$ cat config.mk
export PLATFORM = sky130hd
export DESIGN_NAME = alu_pipe
export DESIGN_NICKNAME = d
export VERILOG_FILES = /design/src/rtl/alu_pkg.sv /design/src/rtl/alu_shift_step.sv /design/src/rtl/alu_pipe.sv
export SDC_FILE = /design/constraint.sdc
export NUM_CORES = 1
export LEC_CHECK = 0
export ABC_AREA = 0
export CORE_MARGIN = 5
export CORE_UTILIZATION = 52
export DETAILED_ROUTE_END_ITERATION = 16
export GPL_ROUTABILITY_DRIVEN = 0
export PLACE_DENSITY = 0.78
export RECOVER_POWER = 100
export SLEW_MARGIN = 0
export SYNTH_ARGS = -nofsm -noshare
export SYNTH_HDL_FRONTEND = slang
export SYNTH_SLANG_ARGS = --single-unit
$ cat constraint.sdc
create_clock -name clk -period 4.25 [get_ports clk]
set_input_delay 0.85 -clock clk [delete_from_list [all_inputs] [get_ports clk]]
set_output_delay 0.85 -clock clk [all_outputs]
set_load 0.02 [all_outputs]
$ cat src/rtl/alu_pkg.sv
// Shared types for the handshaked ALU: function-select codes, FSM states,
// default datapath width and the shift-op classifier.
package alu_pkg;

    localparam int WIDTH_DEF = 8;

    typedef enum logic [3:0] {
        FS_ADD  = 4'd0,
        FS_SUB  = 4'd1,
        FS_AND  = 4'd2,
        FS_OR   = 4'd3,
        FS_XOR  = 4'd4,
        FS_NOTA = 4'd5,
        FS_NOTB = 4'd6,
        FS_SHL  = 4'd7,
        FS_SHR  = 4'd8,
        FS_ROL  = 4'd9,
        FS_ROR  = 4'd10,
        FS_ADC  = 4'd11,
        FS_SBC  = 4'd12,
        FS_ASR  = 4'd13,
        FS_CMP  = 4'd14,
        FS_PASS = 4'd15
    } fs_e;

    typedef enum logic [1:0] {
        ST_IDLE  = 2'd0,
        ST_SHIFT = 2'd1,
        ST_HOLD  = 2'd2
    } state_e;

    function automatic logic is_shift(input fs_e fs);
        return fs inside {FS_SHL, FS_SHR, FS_ROL, FS_ROR, FS_ASR};
    endfunction

endpackage

$ cat src/rtl/alu_shift_step.sv
// One-bit shift/rotate step: returns the value moved by one position and the
// bit that left the word (or crossed the end, for rotates).
module alu_shift_step
    import alu_pkg::*;
#(
    parameter int WIDTH = WIDTH_DEF
) (
    input  logic [WIDTH-1:0] value,
    input  fs_e              op,
    output logic [WIDTH-1:0] shifted,
    output logic             bit_out
);

    always_comb begin
        shifted = value;
        bit_out = 1'b0;
        case (op)
            FS_SHL: begin
                shifted = {value[WIDTH-2:0], 1'b0};
                bit_out = value[WIDTH-1];
            end
            FS_SHR: begin
                shifted = {1'b0, value[WIDTH-1:1]};
                bit_out = value[0];
            end
            FS_ASR: begin
                shifted = {value[WIDTH-1], value[WIDTH-1:1]};
                bit_out = value[0];
            end
            FS_ROL: begin
                shifted = {value[WIDTH-2:0], value[WIDTH-1]};
                bit_out = value[WIDTH-1];
            end
            FS_ROR: begin
                shifted = {value[0], value[WIDTH-1:1]};
                bit_out = value[0];
            end
            default: ;
        endcase
    end

endmodule

$ cat src/rtl/alu_pipe.sv
// Handshaked ALU with registered result/flags, carry register for ADC/SBC and
// bit-serial shifts.
//   state    | meaning
//   ST_IDLE  | ready for a new operation
//   ST_SHIFT | bit-serial shift/rotate in progress
//   ST_HOLD  | result valid, waiting for out_ready
module alu_pipe
    import alu_pkg::*;
#(
    parameter int WIDTH = WIDTH_DEF,
    parameter int SHW   = $clog2(WIDTH)
) (
    input  logic             clk,
    input  logic             rst,
    input  logic             in_valid,
    output logic             in_ready,
    input  logic [3:0]       FS,
    input  logic [WIDTH-1:0] A,
    input  logic [WIDTH-1:0] B,
    input  logic [SHW-1:0]   SH,
    output logic             out_valid,
    input  logic             out_ready,
    output logic [WIDTH-1:0] F,
    output logic             N,
    output logic             Z,
    output logic             C,
    output logic             V,
    output logic             busy
);

    state_e           state;
    fs_e              fs;
    fs_e              op_q;
    fs_e              step_op;
    logic [WIDTH-1:0] work;
    logic [WIDTH-1:0] step_in;
    logic [WIDTH-1:0] step_val;
    logic             step_out;
    logic [SHW-1:0]   cnt;
    logic             cf;

    logic [WIDTH-1:0] bop;
    logic             cin;
    logic [WIDTH:0]   sum;
    logic [WIDTH-1:0] res;
    logic             res_n, res_z, res_c, res_v;
    logic             accept, shift_go, use_alu, finish;

    assign fs        = fs_e'(FS);
    assign in_ready  = (state == ST_IDLE) && !rst;
    assign out_valid = (state == ST_HOLD);
    assign busy      = (state != ST_IDLE);

    assign accept   = (state == ST_IDLE) && in_valid;
    assign shift_go = is_shift(fs) && (SH != '0);
    assign use_alu  = (state == ST_IDLE) && !shift_go;
    // The first shift step happens on the accept edge, so SH=n gives latency n.
    assign finish   = (accept && (!shift_go || SH == SHW'(1)))
                    || (state == ST_SHIFT && cnt == SHW'(1));

    assign step_in = (state == ST_IDLE) ? A : work;
    assign step_op = (state == ST_IDLE) ? fs : op_q;

    alu_shift_step #(.WIDTH(WIDTH)) u_step (
        .value   (step_in),
        .op      (step_op),
        .shifted (step_val),
        .bit_out (step_out)
    );

    always_comb begin
        bop = B;
        cin = 1'b0;
        case (fs)
            FS_SUB, FS_CMP: begin bop = ~B; cin = 1'b1; end
            FS_ADC:         cin = cf;
            FS_SBC:         begin bop = ~B; cin = cf; end
            default: ;
        endcase
        sum = {1'b0, A} + {1'b0, bop} + {{WIDTH{1'b0}}, cin};

        res   = A;
        res_c = 1'b0;
        res_v = 1'b0;
        if (use_alu) begin
            case (fs)
                FS_ADD, FS_SUB, FS_ADC, FS_SBC, FS_CMP: begin
                    res   = (fs == FS_CMP) ? A : sum[WIDTH-1:0];
                    res_c = sum[WIDTH];
                    res_v = (A[WIDTH-1] == bop[WIDTH-1]) && (sum[WIDTH-1] != A[WIDTH-1]);
                end
                FS_AND:  res = A & B;
                FS_OR:   res = A | B;
                FS_XOR:  res = A ^ B;
                FS_NOTA: res = ~A;
                FS_NOTB: res = ~B;
                default: res = A;
            endcase
        end else begin
            res   = step_val;
            res_c = step_out;
        end
        // CMP leaves A in F but reports the sign/zero of the difference.
        res_n = (use_alu && fs == FS_CMP) ? sum[WIDTH-1] : res[WIDTH-1];
        res_z = (use_alu && fs == FS_CMP) ? (sum[WIDTH-1:0] == '0) : (res == '0);
    end

    always_ff @(posedge clk) begin
        if (rst) begin
            state <= ST_IDLE;
            F     <= '0;
            N     <= 1'b0;
            Z     <= 1'b0;
            C     <= 1'b0;
            V     <= 1'b0;
            cf    <= 1'b0;
            cnt   <= '0;
            work  <= '0;
            op_q  <= FS_ADD;
        end else if (finish) begin
            F     <= res;
            N     <= res_n;
            Z     <= res_z;
            C     <= res_c;
            V     <= res_v;
            cf    <= res_c;
            cnt   <= '0;
            state <= ST_HOLD;
        end else if (accept) begin
            work  <= step_val;
            cnt   <= SH - SHW'(1);
            op_q  <= fs;
            state <= ST_SHIFT;
        end else begin
            case (state)
                ST_SHIFT: begin
                    work <= step_val;
                    cnt  <= cnt - SHW'(1);
                end
                ST_HOLD:  if (out_ready) state <= ST_IDLE;
                default:  ;
            endcase
        end
    end

endmodule

== Word level (Yosys, flattened, before mapping) ==
Cells that the tools add are included.

* Add/subtract/negate cells: 4
* Mux-type cells: 23
* Equality and inequality tests: 25
* Reductions and logical operators: 35
* Bitwise operators: 6

{| class="wikitable"
|+ Operators with widths
! operator !! number
|-
| $mux W8 || 6
|-
| $pmux W8 S6 || 1
|-
| $eq A4 B4 Y1 const B || 11
|-
| $pmux W8 S5 || 1
|-
| $eq A4 B3 Y1 const B || 5
|-
| $logic_not A8 Y1 || 2
|-
| $not A8 Y8 || 2
|-
| $add A8 B8 Y9 || 1
|-
| $add A9 B1 Y9 || 1
|-
| $reduce_bool A3 Y1 || 3
|-
| $and A8 B8 Y8 || 1
|-
| $eq A4 B2 Y1 const B || 2
|-
| $logic_and A1 B1 Y1 || 8
|-
| $mux W2 || 4
|-
| $or A8 B8 Y8 || 1
|-
| $reduce_and A2 Y1 || 4
|-
| $reduce_bool A2 Y1 || 4
|-
| $reduce_or A2 Y1 || 4
|-
| $xor A8 B8 Y8 || 1
|-
| $eq A3 B1 Y1 const B || 2
|-
| $mux W1 || 6
|-
| $mux W3 || 2
|-
| $reduce_or A3 Y1 || 2
|-
| $sub A3 B1 Y3 const B || 2
|-
| 14 further kinds || 17
|}

* Register bits: 29
* Input port bits: 27
* Word-level logic and storage cells: 103

== Longest topological paths before layout ==
* Depth in word-level cells: 10
* Gate-level depth with buffers: 18
* Depth with buffers taken out: 16

== Hierarchy ==
A second synthesis with hierarchy kept.

* Cells, all modules: 466
* Area total of the unflattened synthesis: 3467.1 sq um

{| class="wikitable"
|+ Modules (own cells, without submodules)
! module !! cells each !! seq. area each (sq um) !! times used !! area an instance (sq um)
|-
| alu_pipe || 430 || 580.6 || 1 || 3171.8
|-
| alu_shift_step || 36 || 0.0 || 1 || 295.3
|}

== Worst setup path after synthesis ==
OpenSTA, ideal clock, no wires.

* Kind: input-to-reg
* Start: input port FS[3]
* End: register Z
* Arrival time: 4.476 ns
* Path slack: -0.314 ns
* Buffers on the path: 3
* Required time: 4.162 ns
* Stages: 16
* Setup time: 0.088 ns
* Path through: clkbuf_1 buf_2 buf_1 nor2_1 a31oi_1 xnor2_1 fa_1 inv_1 fa_1 mux2i_1 o22ai_1 a22oi_1 a211oi_1 nor4_2 nand4_1 a311oi_2

* Cells in the longest elaborated chain, start to end: 10
* Elaborated cells on any way between the ends: 44
* Those cells by class: 2 x add/sub; 19 x eq/ne; 8 x mux; 15 x reduce/logical

{| class="wikitable"
|+ RTL lines
! what !! RTL line !! RTL
|-
| start, declared || alu_pipe.sv:17 || <nowiki>input logic [3:0] FS,</nowiki>
|-
| $eq A4 B4 Y1, or another cell as far along || n/a ||
|-
| $reduce_or A3 Y1 (no line) || n/a ||
|-
| $mux W8 || n/a ||
|-
| $add A8 B8 Y9 || alu_pipe.sv:80 || <nowiki>sum = {1'b0, A} + {1'b0, bop} + {{WIDTH{1'b0}}, cin};</nowiki>
|-
| $add A9 B1 Y9 || alu_pipe.sv:80 ||
|-
| $mux W8 || alu_pipe.sv:88 || <nowiki>res = (fs == FS_CMP) ? A : sum[WIDTH-1:0];</nowiki>
|-
| $pmux W8 S6 || alu_pipe.sv:86 || <nowiki>case (fs)</nowiki>
|-
| $mux W8 || alu_pipe.sv:85 || <nowiki>if (use_alu) begin</nowiki>
|-
| $logic_not A8 Y1 || alu_pipe.sv:105 || <nowiki>res_z = (use_alu && fs == FS_CMP) ? (sum[WIDTH-1:0] == '0) : (res == '0);</nowiki>
|-
| $mux W1 || alu_pipe.sv:105 ||
|-
| end signal, assigned || alu_pipe.sv:123 || <nowiki>Z <= res_z;</nowiki>
|-
| end, declared || alu_pipe.sv:25 || <nowiki>output logic Z,</nowiki>
|}

Parallel ways exist; a longest one is shown, timed or not.
A chain may end at the register's enable or synchronous reset.

== Final worst setup path ==
* Start: input port FS[2]
* End: register Z

Same word-level chain as after synthesis.

==> impl_metrics.csv <==
group,metric,value,unit
run_status,status,"finished clean",
sta,timing.fmax,250,MHz
synthesis,synth_top_area_frac,0.173,
route,ant_nets,0,
sta,min_period,3.99,ns
floorplanning,io-pin-count,42,
floorplanning,fp-row-count,29,
synthesis,syn_avg_cell_area,7.20,um2
setup_path,path_cells,"dlygate4sd3_1 > nand2_1 > nor2_1 > a31oi_4 > xnor2_1 > fa_1 > inv_1 > fa_1 > mux2i_1 > o22ai_1 > a22oi_1 > a211oi_1 > nor4_2 > nand4_1 > a311oi_2",
setup_path,startpoint_type,"input port",
min_path,hold_path_class,"reg -> reg",
synthesis,synth_edf_count,0,
setup_path,slowest_stage,"dlygate4sd3_1",
synthesis,synth_seq_cells,29,
sta,layout_worst_path_cycle_share,0.940,
layout,syn_to_final_growth,20.1,%
floorplanning,initial_core_util,0.532,
setup_path,r2r_start,"state[1]",
route,wire_per_inst,16.9,um
grt,grt_pass1_wl,16.4,mm
synthesis,synth_fp_nets,524,
route,vias_per_cell,6.19,
clocking,clkSinkCount,29,
floorplanning,die_h,90.4,um
min_path,holdCritStartpoint,"F[2]",
synthesis,synth_area_leaders,"dfxtp_1 (17%), ha_1 (10%), nor2_1 (7.7%), a21oi_1 (7.1%), mux2i_1 (4.8%)",
clocking,cts_root_buf,"clkbuf_8",
layout,num_antenna_cells,0,
floorplanning,die_area,8170,um2
pwr,vdd_drop_max,0.000348,V
clocking,cts_buffers,5,
clocking,clk_latency,0.29,ns
synthesis,ys_seq_area_frac,0.173,
setup_path,crit_type,"in -> reg",
pwr,p_total,0.00126,W
layout,final_cell_mix,"nor2_1 (69), a21oi_1 (48), o21ai_0 (30)",
placement,io_buffer_count,41,
setup_path,cp.arrival,4.20,ns
grt,grt_max_degree,38,
sta,rsz0062_at_grt,"false",
placement,post-place-cells,577,
grt,antenna_found_initial,0,
layout,layout-drive-gt1-share,0.0906,
grt,grt_usage,0.238,
route,drtPass1Iterations,5,
sta,finClkSkew,0.00834,ns
floorplanning,coreArea,6310,um2
layout,finalNetCount,564,
setup_path,startpoint,"FS[2]",
route,vias,3623,
synthesis,synthFlopType,"dfxtp_1",
synthesis,synth_warnings,0,
layout,stdcell_area,4040,um2
sta,report.final.slew_viol_count,0,
synthesis,synth_area,3360,um2
clocking,cts_tree,"built",
sta,setup_viol,0,
placement,place_area,3920,um2
sta,worst_pin_slew,0.791,ns
grt,grt_pass1_vias,3450,
clocking,cts.clk_slew.worst_paths,0.07,ns
synthesis,synth_area_leader_cell,"dfxtp_1",
setup_path,cp-end-kind,"register",
synthesis,ys_types,67,
grt,gr-total-overflow,0,
route,drt-initial-drc-count,280,
sta,slew_headroom,0.471,
setup_path,path_max_fanout,5,
floorplanning,die_w,90.4,um
pwr,p_leak,1.70,nW
pwr,cellPowerDensity,313,nW/um2
setup_path,cp.required,4.46,ns
setup_path,cpMostUsedCell,"fa_1",
job,cap_violations,0,
synthesis,synth-async-reset-ratio,0,
sta,hold_violations,0,
setup_path,critPathMaxStageDelay,0.59,ns
layout,final_cells,585,
clocking,cts_setup_buffers,0,
clocking,holdBufCountCts,0,
synthesis,syn_inst,467,
clocking,clockBufferDepth,2,
clocking,h-tree-depth,2,
placement,dp_hpwl,7.42,mm
route,drt_drc_violations_left,0,
route,routed_wl,9.88,mm
layout,final_common_cell,"nor2_1",
clocking,cts_resized,0,
## layout make-up
class | instances | area [um2]
clock inverter | 2 | 37.5
clock buffer | 6 | 82.6
timing repair buffer | 62 | 561
tap | 77 | 96.3
multi-input combinational | 380 | 2570
fill | 550 | 2280
sequential | 29 | 581
inverter | 29 | 109
## through the flow
step	setup slack (ns)	setup TNS, ns	hold slack [ns]	util
after global routing	0.0229	0	0.501	0.639
final	0.257	0	0.459	0.639
after detailed placement	-0.0173	-0.0173	0.450	0.621
after CTS	0.270	0	0.461	0.640
after floorplan	0.0247	0	0.460	-
after global placement	0.0772	0	0.446	0.621
## routing by layer
layer | wire [um] | track usage | share of wire
met4 | 184 | 0.0707 | 0.019
met5 | 0 | 0 | 0
met2 | 4700 | 0.384 | 0.48
met3 | 582 | 0.0433 | 0.059
met1 | 4410 | 0.323 | 0.45
## flip-flops by register name (all words and copies together), names as in the netlist
register and flops:
cnt 3, V 1, work 8, N 1
op_q 4, cf 1, F 8, Z 1
state 2
## cell usage after synthesis (4+ instances only)
| library cell | number |
|---|---|
| nand2b_1 | 13 |
| o22ai_1 | 9 |
| o21a_1 | 4 |
| a31oi_1 | 9 |
| buf_2 | 4 |
| xnor2_1 | 14 |
| buf_1 | 7 |
| clkbuf_1 | 17 |
| a211oi_1 | 17 |
| nand2_1 | 24 |
| inv_1 | 27 |
| or3_1 | 6 |
| ha_1 | 28 |
| o21ai_0 | 30 |
| nand3_1 | 4 |
| a21oi_1 | 48 |
| mux2i_1 | 16 |
| dfxtp_1 | 29 |
| nor2b_1 | 6 |
| nor3_1 | 10 |
| nor2_1 | 69 |
## report_power, final
group	internal (W)	total, W	leakage [nW]	switching (W)
clock	0.000191	0.000311	0.0574	0.000120
combinational	0.000259	0.000612	1.41	0.000353
sequential	0.000308	0.000340	0.238	0.0000324
total	0.000758	0.00126	1.70	0.000506
## worst paths after layout
check,end,slack [ns],cells after the start
min reg2reg,F[2],0.46,2
max reg2reg,Z,0.87,11
max,Z,0.26,15
min,F[2],0.46,2
## kinds of logic after synthesis
group | synth area share
AOI/OAI and AO/OA | 0.313
xor gates and xnor gates | 0.0391
adders and majority gates | 0.116
buffers and inverters | 0.0674
DFF | 0.173
muxes | 0.0555
and+or+nand+nor | 0.236
## worst max-delay path: cells and delay by family
kind / cells / cell delay, ns
fa+ha+maj: 2 / 0.86
simple gates: 4 / 0.76
compound gates: 5 / 0.73
buf+inv: 2 / 0.67
xor+xnor: 1 / 0.16
mux: 1 / 0.16
Power figures use the tool's default switching activity.
